===== src/rtl/front_redirect_sched.sv =====
// -----------------------------------------------------------------------------
// front_redirect_sched
//
// Front-end scheduler sitting between the PC register, IF/ID and ID/EX.
// Picks the next PC from (high to low) an ID-stage redirect, an IF-stage
// direct jump, or the predictor's sequential/predicted path. It also
// sequences the two kinds of front-end stall:
//   - load-use: a one-cycle bubble into ID/EX while PC and IF/ID hold.
//   - mult/div: the whole front end freezes for MD_CYCLES cycles.
// An ID redirect that shows up while the front end is frozen is parked and
// replayed in the single RESUME cycle. Every IF/ID clear is counted in a
// saturating flush counter.
//
// Handshake/enable semantics: each *_we is a load enable for the register it
// names, sampled on the rising clk edge. A *_clr forces that register to a
// bubble and wins over the matching *_we. All outputs are combinational
// from the current state and inputs, so the decision applies in the same
// cycle the request is presented.
//
// Ports
//   clk          in   1      clock, rising edge
//   rst          in   1      asynchronous, active-low reset
//   load_use     in   1      ID instruction needs EX load result
//   md_start     in   1      ID issues mult/div this cycle
//   id_redirect  in   1      ID resolved mispredict or jr/jalr
//   id_target    in   32     target for id_redirect
//   if_jump      in   1      IF holds j/jal
//   if_target    in   32     jump target computed in IF
//   seq_npc      in   32     predictor's normal next PC
//   npc          out  32     next PC value
//   pc_we        out  1      PC register load enable
//   ifid_we      out  1      IF/ID load enable
//   ifid_clr     out  1      IF/ID clear (priority over ifid_we)
//   idex_we      out  1      ID/EX load enable
//   idex_clr     out  1      ID/EX bubble insert
//   busy         out  1      high while waiting on mult/div
//   flush_cnt    out  CNT_W  IF/ID clear pulses since reset, saturating
//   dbg_state    out  2      current FSM state (0=RUN, 1=MD_WAIT, 2=RESUME)
// -----------------------------------------------------------------------------
module front_redirect_sched #(
  parameter logic [31:0] RESET_PC  = 32'h0000_0000,
  parameter int unsigned MD_CYCLES = 32,
  parameter int unsigned CNT_W     = 16
) (
  input  logic             clk,
  input  logic             rst,
  input  logic             load_use,
  input  logic             md_start,
  input  logic             id_redirect,
  input  logic [31:0]      id_target,
  input  logic             if_jump,
  input  logic [31:0]      if_target,
  input  logic [31:0]      seq_npc,
  output logic [31:0]      npc,
  output logic             pc_we,
  output logic             ifid_we,
  output logic             ifid_clr,
  output logic             idex_we,
  output logic             idex_clr,
  output logic             busy,
  output logic [CNT_W-1:0] flush_cnt,
  output logic [1:0]       dbg_state
);

  typedef enum logic [1:0] {
    ST_RUN     = 2'd0,
    ST_MD_WAIT = 2'd1,
    ST_RESUME  = 2'd2
  } state_t;

  // Counter preload: the md_start cycle itself is the first frozen cycle.
  localparam logic [7:0] MD_LOAD  = 8'(MD_CYCLES - 1);
  localparam logic       MD_MULTI = (MD_CYCLES > 1);

  state_t           r_state;
  logic [7:0]       r_md_cnt;
  logic             r_pend_v;
  logic [31:0]      r_pend_t;
  logic [CNT_W-1:0] r_flush_cnt;

  state_t           w_state_n;
  logic [7:0]       w_md_cnt_n;
  logic             w_pend_v_n;
  logic [31:0]      w_pend_t_n;
  logic [31:0]      w_npc;
  logic             w_pc_we;
  logic             w_ifid_we;
  logic             w_ifid_clr;
  logic             w_idex_we;
  logic             w_idex_clr;
  logic             w_busy;

  // State register
  always_ff @(posedge clk or negedge rst) begin
    if (!rst) begin
      r_state     <= ST_RUN;
      r_md_cnt    <= 8'd0;
      r_pend_v    <= 1'b0;
      r_pend_t    <= 32'd0;
      r_flush_cnt <= '0;
    end else begin
      r_state  <= w_state_n;
      r_md_cnt <= w_md_cnt_n;
      r_pend_v <= w_pend_v_n;
      r_pend_t <= w_pend_t_n;
      if (w_ifid_clr && (r_flush_cnt != {CNT_W{1'b1}})) begin
        r_flush_cnt <= r_flush_cnt + {{(CNT_W-1){1'b0}}, 1'b1};
      end
    end
  end

  // Next-state and output decode
  always_comb begin
    w_state_n  = r_state;
    w_md_cnt_n = r_md_cnt;
    w_pend_v_n = r_pend_v;
    w_pend_t_n = r_pend_t;
    w_npc      = seq_npc;
    w_pc_we    = 1'b0;
    w_ifid_we  = 1'b0;
    w_ifid_clr = 1'b0;
    w_idex_we  = 1'b0;
    w_idex_clr = 1'b0;
    w_busy     = 1'b0;

    unique case (r_state)
      ST_RUN: begin
        if (load_use) begin
          // Hold PC and IF/ID; ID/EX takes a bubble. Redirect and mult/div
          // are dropped here and will be re-presented by ID next cycle.
          w_idex_we  = 1'b1;
          w_idex_clr = 1'b1;
        end else if (md_start) begin
          w_md_cnt_n = MD_LOAD;
          w_state_n  = MD_MULTI ? ST_MD_WAIT : ST_RESUME;
          if (id_redirect) begin
            w_pend_v_n = 1'b1;
            w_pend_t_n = id_target;
          end
        end else if (id_redirect) begin
          w_npc      = id_target;
          w_pc_we    = 1'b1;
          w_ifid_we  = 1'b1;
          w_ifid_clr = 1'b1;
          w_idex_we  = 1'b1;
        end else if (if_jump) begin
          w_npc     = if_target;
          w_pc_we   = 1'b1;
          w_ifid_we = 1'b1;
          w_idex_we = 1'b1;
        end else begin
          w_pc_we   = 1'b1;
          w_ifid_we = 1'b1;
          w_idex_we = 1'b1;
        end
      end

      ST_MD_WAIT: begin
        w_busy     = 1'b1;
        w_md_cnt_n = r_md_cnt - 8'd1;
        // Only the first redirect during a freeze is kept.
        if (id_redirect && !r_pend_v) begin
          w_pend_v_n = 1'b1;
          w_pend_t_n = id_target;
        end
        if (r_md_cnt == 8'd1) begin
          w_state_n = ST_RESUME;
        end
      end

      ST_RESUME: begin
        w_state_n = ST_RUN;
        w_pc_we   = 1'b1;
        w_ifid_we = 1'b1;
        w_idex_we = 1'b1;
        if (r_pend_v) begin
          w_npc      = r_pend_t;
          w_ifid_clr = 1'b1;
          w_pend_v_n = 1'b0;
        end else if (id_redirect) begin
          w_npc      = id_target;
          w_ifid_clr = 1'b1;
        end else if (if_jump) begin
          w_npc = if_target;
        end
      end

      default: begin
        w_state_n = ST_RUN;
      end
    endcase
  end

  // While reset is asserted the outputs are forced directly, so the front end
  // sees the reset vector and clears without waiting for a clock edge.
  assign npc       = rst ? w_npc      : RESET_PC;
  assign pc_we     = rst ? w_pc_we    : 1'b0;
  assign ifid_we   = rst ? w_ifid_we  : 1'b0;
  assign ifid_clr  = rst ? w_ifid_clr : 1'b1;
  assign idex_we   = rst ? w_idex_we  : 1'b0;
  assign idex_clr  = rst ? w_idex_clr : 1'b1;
  assign busy      = rst ? w_busy     : 1'b0;
  assign flush_cnt = r_flush_cnt;
  assign dbg_state = r_state;

endmodule

===== config.mk =====
export PLATFORM = sky130hd
export DESIGN_NAME = front_redirect_sched
export DESIGN_NICKNAME = d
export VERILOG_FILES = /design/src/rtl/front_redirect_sched.sv
export SDC_FILE = /design/constraint.sdc
export NUM_CORES = 1
export LEC_CHECK = 0
export CAP_MARGIN = 10
export CORE_MARGIN = 5
export CORE_UTILIZATION = 44
export DETAILED_ROUTE_END_ITERATION = 16
export PLACE_DENSITY_LB_ADDON = 0.08
export SLEW_MARGIN = 20
export SYNTH_ARGS = -nofsm -noshare
export SYNTH_HDL_FRONTEND = slang
export SYNTH_SLANG_ARGS = --single-unit

===== constraint.sdc =====
create_clock -name clk -period 2.1 [get_ports clk]
set_input_delay 0.315 -clock clk [delete_from_list [all_inputs] [get_ports clk]]
set_output_delay 0.315 -clock clk [all_outputs]
set_load 0.01 [all_outputs]

Word-level counts from Yosys, hierarchy flattened
Cells that the tools add are included.
{"block": "classes", "n_eq_ne": 9, "n_reduce_logical": 10, "mux": 42, "n_addsub": 2}
{"operator": "32-bit 2-to-1 mux", "n": 10}
{"operator": "32-bit one-hot mux with 2 select lines", "n": 2}
{"operator": "1-bit 2-to-1 mux", "n": 19}
{"operator": "16-bit by 1-bit adder with 16-bit output, second input constant", "n": 1}
{"operator": "8-bit 2-to-1 mux", "n": 2}
{"operator": "16-bit inequality test, second input constant", "n": 1}
{"operator": "8-bit one-hot mux with 2 select lines", "n": 1}
{"operator": "2-bit inequality test, second input constant", "n": 5}
{"operator": "5-bit AND reduction", "n": 2}
{"operator": "8-bit by 1-bit equality test with 1-bit output, second input constant", "n": 1}
{"operator": "8-bit by 1-bit subtractor with 8-bit output, second input constant", "n": 1}
{"operator": "2-bit 2-to-1 mux", "n": 3}
{"operator": "1-bit one-hot mux with 2 select lines", "n": 3}
{"operator": "3-bit AND reduction", "n": 2}
{"operator": "2-bit one-hot mux with 2 select lines", "n": 1}
{"operator": "1-bit one-hot mux with 3 select lines", "n": 1}
{"operator": "3-bit nonzero test", "n": 1}
{"operator": "2-bit by 1-bit equality test with 1-bit output, second input constant", "n": 1}
{"operator": "2-bit equality test, second input constant", "n": 1}
{"operator": "1-bit logical AND", "n": 2}
{"operator": "2-bit logical NOT", "n": 1}
{"operator": "2-bit nonzero test", "n": 1}
{"operator": "1-bit logical NOT", "n": 1}
{"block": "word_totals", "wordCells": 68, "out_inout_bits": 56, "reg_bits": 59, "inputBits": 102}

Depth between registers and ports, before layout
{"block": "depth", "word_depth": 6, "ltp_mapped": 6, "depth_no_buf": 5}

Worst setup path before layout
Ideal clock, no wire load.
{"block": "synth_timing", "path_type": "register -> output", "from": "register r_state[1], in the netlist dbg_state[1]", "to": "output npc[20]", "required_ns": 1.785, "path_stages_with_launch": 7, "arrival_time_ns": 1.550, "path_slack_ns": 0.235, "cell_sequence": "dfrtp_1 buf_2 inv_1 nor3_1 buf_2 a222oi_1 nor2_1"}
{"block": "synth_via", "elab_chain_len": 3, "elab_cells_between_ends": 4, "classes_between": "1 x eq/ne; 2 x mux; 1 x reduce/logical"}
{"element": "start, declared", "line_no": "75", "text": "state_t r_state;"}
{"element": "start signal, assigned", "line_no": "102", "text": "r_state <= w_state_n;"}
{"element": "2-bit equality test / 2-bit logical NOT (equally long branches)", "line_no": "126", "text": "unique case (r_state)"}
{"element": "32-bit one-hot mux with 2 select lines *", "line_no": "126"}
{"element": "32-bit 2-to-1 mux *", "line_no": "196", "text": "assign npc = rst ? w_npc : RESET_PC;"}
{"element": "end, declared", "line_no": "54", "text": "output logic [31:0] npc,"}
Every way passes the cells marked *; elsewhere a longest branch is shown, timed or not.

Worst setup path in the final report
{"block": "layout_timing", "from": "register r_state[1], in the netlist dbg_state[1]", "to": "output npc[27]"}
The elaborated chain is that of the path after synthesis.

==> impl_metrics.ini <==
[status]
status = finished, violations left
failed_checks = setup timing

[critical_path]
start_kind = flop
critical_path.reg2reg.startpoint = dbg_state[1]
largest_fanout_on_the_critical_path = 5
worstSetupEndpoint = npc[27]
reg2regPathDepth = 9
path_cells = buf_6 > a21oi_4 > nor2_4 > buf_6 > a222oi_1 > nor2_1 > buf_2
critPathSlowestCell = sky130_fd_sc_hd__dfrtp_1
timing.critical_path.from = dbg_state[1]
worst_r2r_endpoint = flush_cnt[10]
worst-r2r-setup-slack_ns = 0.10
cp.arrival_ns = 1.79
crit_path_frequent_cell = sky130_fd_sc_hd__buf_6
timing.setup.critical_path_class = reg2out
crit_required_ns = 1.78
critPathMaxStageDelay_ns = 0.40
endpoint_kind = output pin

[grt]
first_pass_grt_wire_length_mm = 20.3
largest_net_degree_at_the_start_of_global_routing = 35
gr-usage-all-layers_pct = 24.4
first_global_vias = 4238
globalRouteOverflowTotal = 0
number_of_antenna_violations_at_the_first_check_in_global_routing = 0

[final_layout]
final_cell_mix = 114 x sky130_fd_sc_hd__clkdlybuf4s50_1, 58 x sky130_fd_sc_hd__dfrtp_1, 46 x sky130_fd_sc_hd__nand2_1
layout_cell_share_with_drive_strength_beyond_1_pct = 20.6
areaGrowthSynthToFinish_pct = 57.3
number_of_nets_in_the_layout = 707
antenna_cells_inserted = 0
stdcell_count = 715
final_common_cell = sky130_fd_sc_hd__clkdlybuf4s50_1

[sta]
max_slew.worst_pin.slew_ns = 0.444
finalCritPeriodShare_pct = 100
period_needed_ns = 2.11
layout_setup_ws_ns = -0.00971
final-hold-violation-count = 0
slew_violations = 0
finalSetupViolations = 4
fmaxAchievable_ghz = 0.474
slew_headroom_pct = 70.4
finalClockSkew_ns = 0.00551
rsz0062_at_grt = yes

[power]
seq_power_share_pct = 41.8
irDropWorstVdd_mv = 0.608
power.clock.fraction_pct = 24.6
switching_share_pct = 32.1
cellPowerDensity_nw_per_um2 = 753
power.internal_w = 0.00306
p_leak_nw = 2.76
design_power_total_w = 0.00450
switchingPower_w = 0.00144
combPwrFrac_pct = 33.5

[drt]
detail_routed_via_count_per_cell = 5.69
route.vias.total = 4066
postRouteWirelength_mm = 13.2
router_iterations_before_antenna_repair = 7
drt.antenna.violating_nets = 0
detail_route.drc_violations = 0
drt_iter0_drc = 235
post_drt_wl_per_cell_um = 18.5

[die]
dieArea_sq_um = 10600
die_h_um = 103
initial_core_util_pct = 44.4
fp.coreArea_sq_um = 8550
chipWidth_um = 103
number_of_rows_in_the_core_area = 34
io_pins = 158

[place]
routabilityCongestion = 0.842
post-place-ws_ns = -0.474
detailedPlacementHpwl_mm = 9.46
io_buffers = 157
place_inst = 695

[clocking]
path_clk_slew_ns = 0.07
cts.root.buffer_cell = sky130_fd_sc_hd__clkbuf_8
clk_latency_ns = 0.33
clock_tree.buffer_depth = 2
number_of_buffers_inserted_during_clock_tree_synthesis = 9
clock_sink_count = 59
tritoncts = yes
ctsHtreeMaxLevel = 3
cts_hold_buf = 0

[synth]
mapped_cell_area_sq_um = 3800
top_post_synthesis_cells_by_area = sky130_fd_sc_hd__dfrtp_1 39%, sky130_fd_sc_hd__mux2_1 9.5%, sky130_fd_sc_hd__mux2i_1 9.0%
synth_sequential_area_ratio_pct = 38.9
mappedNetlistNets = 514
number_of_warnings_printed_during_yosys_synthesis = 0
cell_accounting_for_the_most_synthesized_area = sky130_fd_sc_hd__dfrtp_1
post_synth_num_cell_types = 41
async_flop_share_pct = 100
synth-edff-count = 0
yosys_register_bits = 59
synth_top_area_share_pct = 38.9
syn-instance-count = 409
syn_avg_cell_area_sq_um = 9.29
top_flip_flop_cell_by_instance_count_after_synthesis = sky130_fd_sc_hd__dfrtp_1

[min_path]
path_type_of_the_worst_min_delay_path = in2async

[job]
drv_cap = 0
[worst min-delay path by stage]
stage,depth (start not counted),endpoint,from,slack (ns)
6_report,2,r_md_cnt[6],rst,0.02
3_5_place_dp,2,r_pend_t[30],rst,0.38
2_1_floorplan,0,dbg_state[0],rst,0.02
3_3_place_gp,2,r_md_cnt[6],rst,0.38
4_1_cts,2,r_md_cnt[6],rst,0.01
5_1_grt,2,r_md_cnt[5],rst,0.04
[worst max-delay path, delay by kind of cell, from the launching register on]
family	cells	cell delay, ns
flip-flops	1	0.40
buffers and inverters	3	0.43
AND/OR/NAND/NOR	2	0.17
AO/OA/AOI/OAI	2	0.46
[stage by stage]
stage | utilization (%) | setup TNS [ns] | area (sq um) | hold WS (ns)
3_5_place_dp | 68.3 | -17.98 | 5840 | 0.382
2_1_floorplan | - | 0 | 3800 | 0.0194
6_report | 69.9 | -0.0255 | 5980 | 0.0170
4_1_cts | 69.9 | -0.561 | 5980 | 0.0138
5_1_grt | 69.9 | -1.39 | 5980 | 0.0425
3_3_place_gp | 68.3 | -16.51 | 5840 | 0.385
[registers in the layout (all words and copies together) (netlist names)]
signal     flops
dbg_state      2
flush_cnt     16
r_md_cnt       8
r_pend_t      32
r_pend_v       1
[synthesized netlist by cell type (2+ instances only)]
library cell,count
sky130_fd_sc_hd__dfrtp_1,59
sky130_fd_sc_hd__nor2_1,47
sky130_fd_sc_hd__nand2_1,46
sky130_fd_sc_hd__o21ai_0,37
sky130_fd_sc_hd__mux2i_1,34
sky130_fd_sc_hd__mux2_1,32
sky130_fd_sc_hd__a222oi_1,31
sky130_fd_sc_hd__clkbuf_1,17
sky130_fd_sc_hd__buf_2,11
sky130_fd_sc_hd__nor3_1,11
sky130_fd_sc_hd__a21oi_1,8
sky130_fd_sc_hd__inv_1,8
sky130_fd_sc_hd__nand3_1,8
sky130_fd_sc_hd__nand4_1,8
sky130_fd_sc_hd__xor2_1,8
sky130_fd_sc_hd__xnor2_1,6
sky130_fd_sc_hd__and3_1,4
sky130_fd_sc_hd__a31oi_1,3
sky130_fd_sc_hd__ha_1,3
sky130_fd_sc_hd__nand2b_1,3
sky130_fd_sc_hd__a21oi_4,2
sky130_fd_sc_hd__mux2_2,2
sky130_fd_sc_hd__nor2b_1,2
sky130_fd_sc_hd__o21ai_1,2
[logic make-up (layout without fill, tap and decap cells)]
family                   count (synthesis)  count (layout)  synth area share, %
AND/OR/NAND/NOR                        139             139                 16.8
AO/OA/AOI/OAI                           86              86                 16.4
multiplexers                            69              69                 19.4
flip-flops                              59              59                 38.9
buffers and inverters                   39             237                 4.31
XOR/XNOR                                14              14                 3.23
adder cells (fa/ha/maj)                  3               3                0.988
[area by class of cell]
class | count | area [sq um]
repair buffers | 211 | 1890
well taps | 108 | 135
clock inverters | 6 | 80.1
multi-input cells | 311 | 2220
clock buffers | 10 | 128
flip-flops and latches | 59 | 1480
inverters | 10 | 40.0
fillers | 688 | 2570
[layer usage]
| layer | part of all wire, % | up-vias | global-route usage, % |
|---|---|---|---|
| li1 | - | 1906 | - |
| met1 | 38 | 1994 | 28.4 |
| met4 | 1.4 | 0 | 8.76 |
| met3 | 8.4 | 20 | 4.53 |
| met2 | 52 | 146 | 44.5 |
| met5 | 0 | - | 0 |
[power by group through the flow]
stage,combinational (W),sequential (W),clock (W)
floorplan,0.000824,0.00181,0
global placement,0.00150,0.00186,0
detailed placement,0.00156,0.00188,0
CTS,0.00152,0.00187,0.00113
global route,0.00167,0.00193,0.00118
finish,0.00151,0.00188,0.00111
[repair_timing]
item / CTS / global route
buffers inserted: 2 / 1
gates resized for setup: 145 / 13
pin swaps: 33 / 21
gates cloned: 1 / 1
endpoints found under the setup margin: 38 / 32
Power figures use the tool's default switching activity.
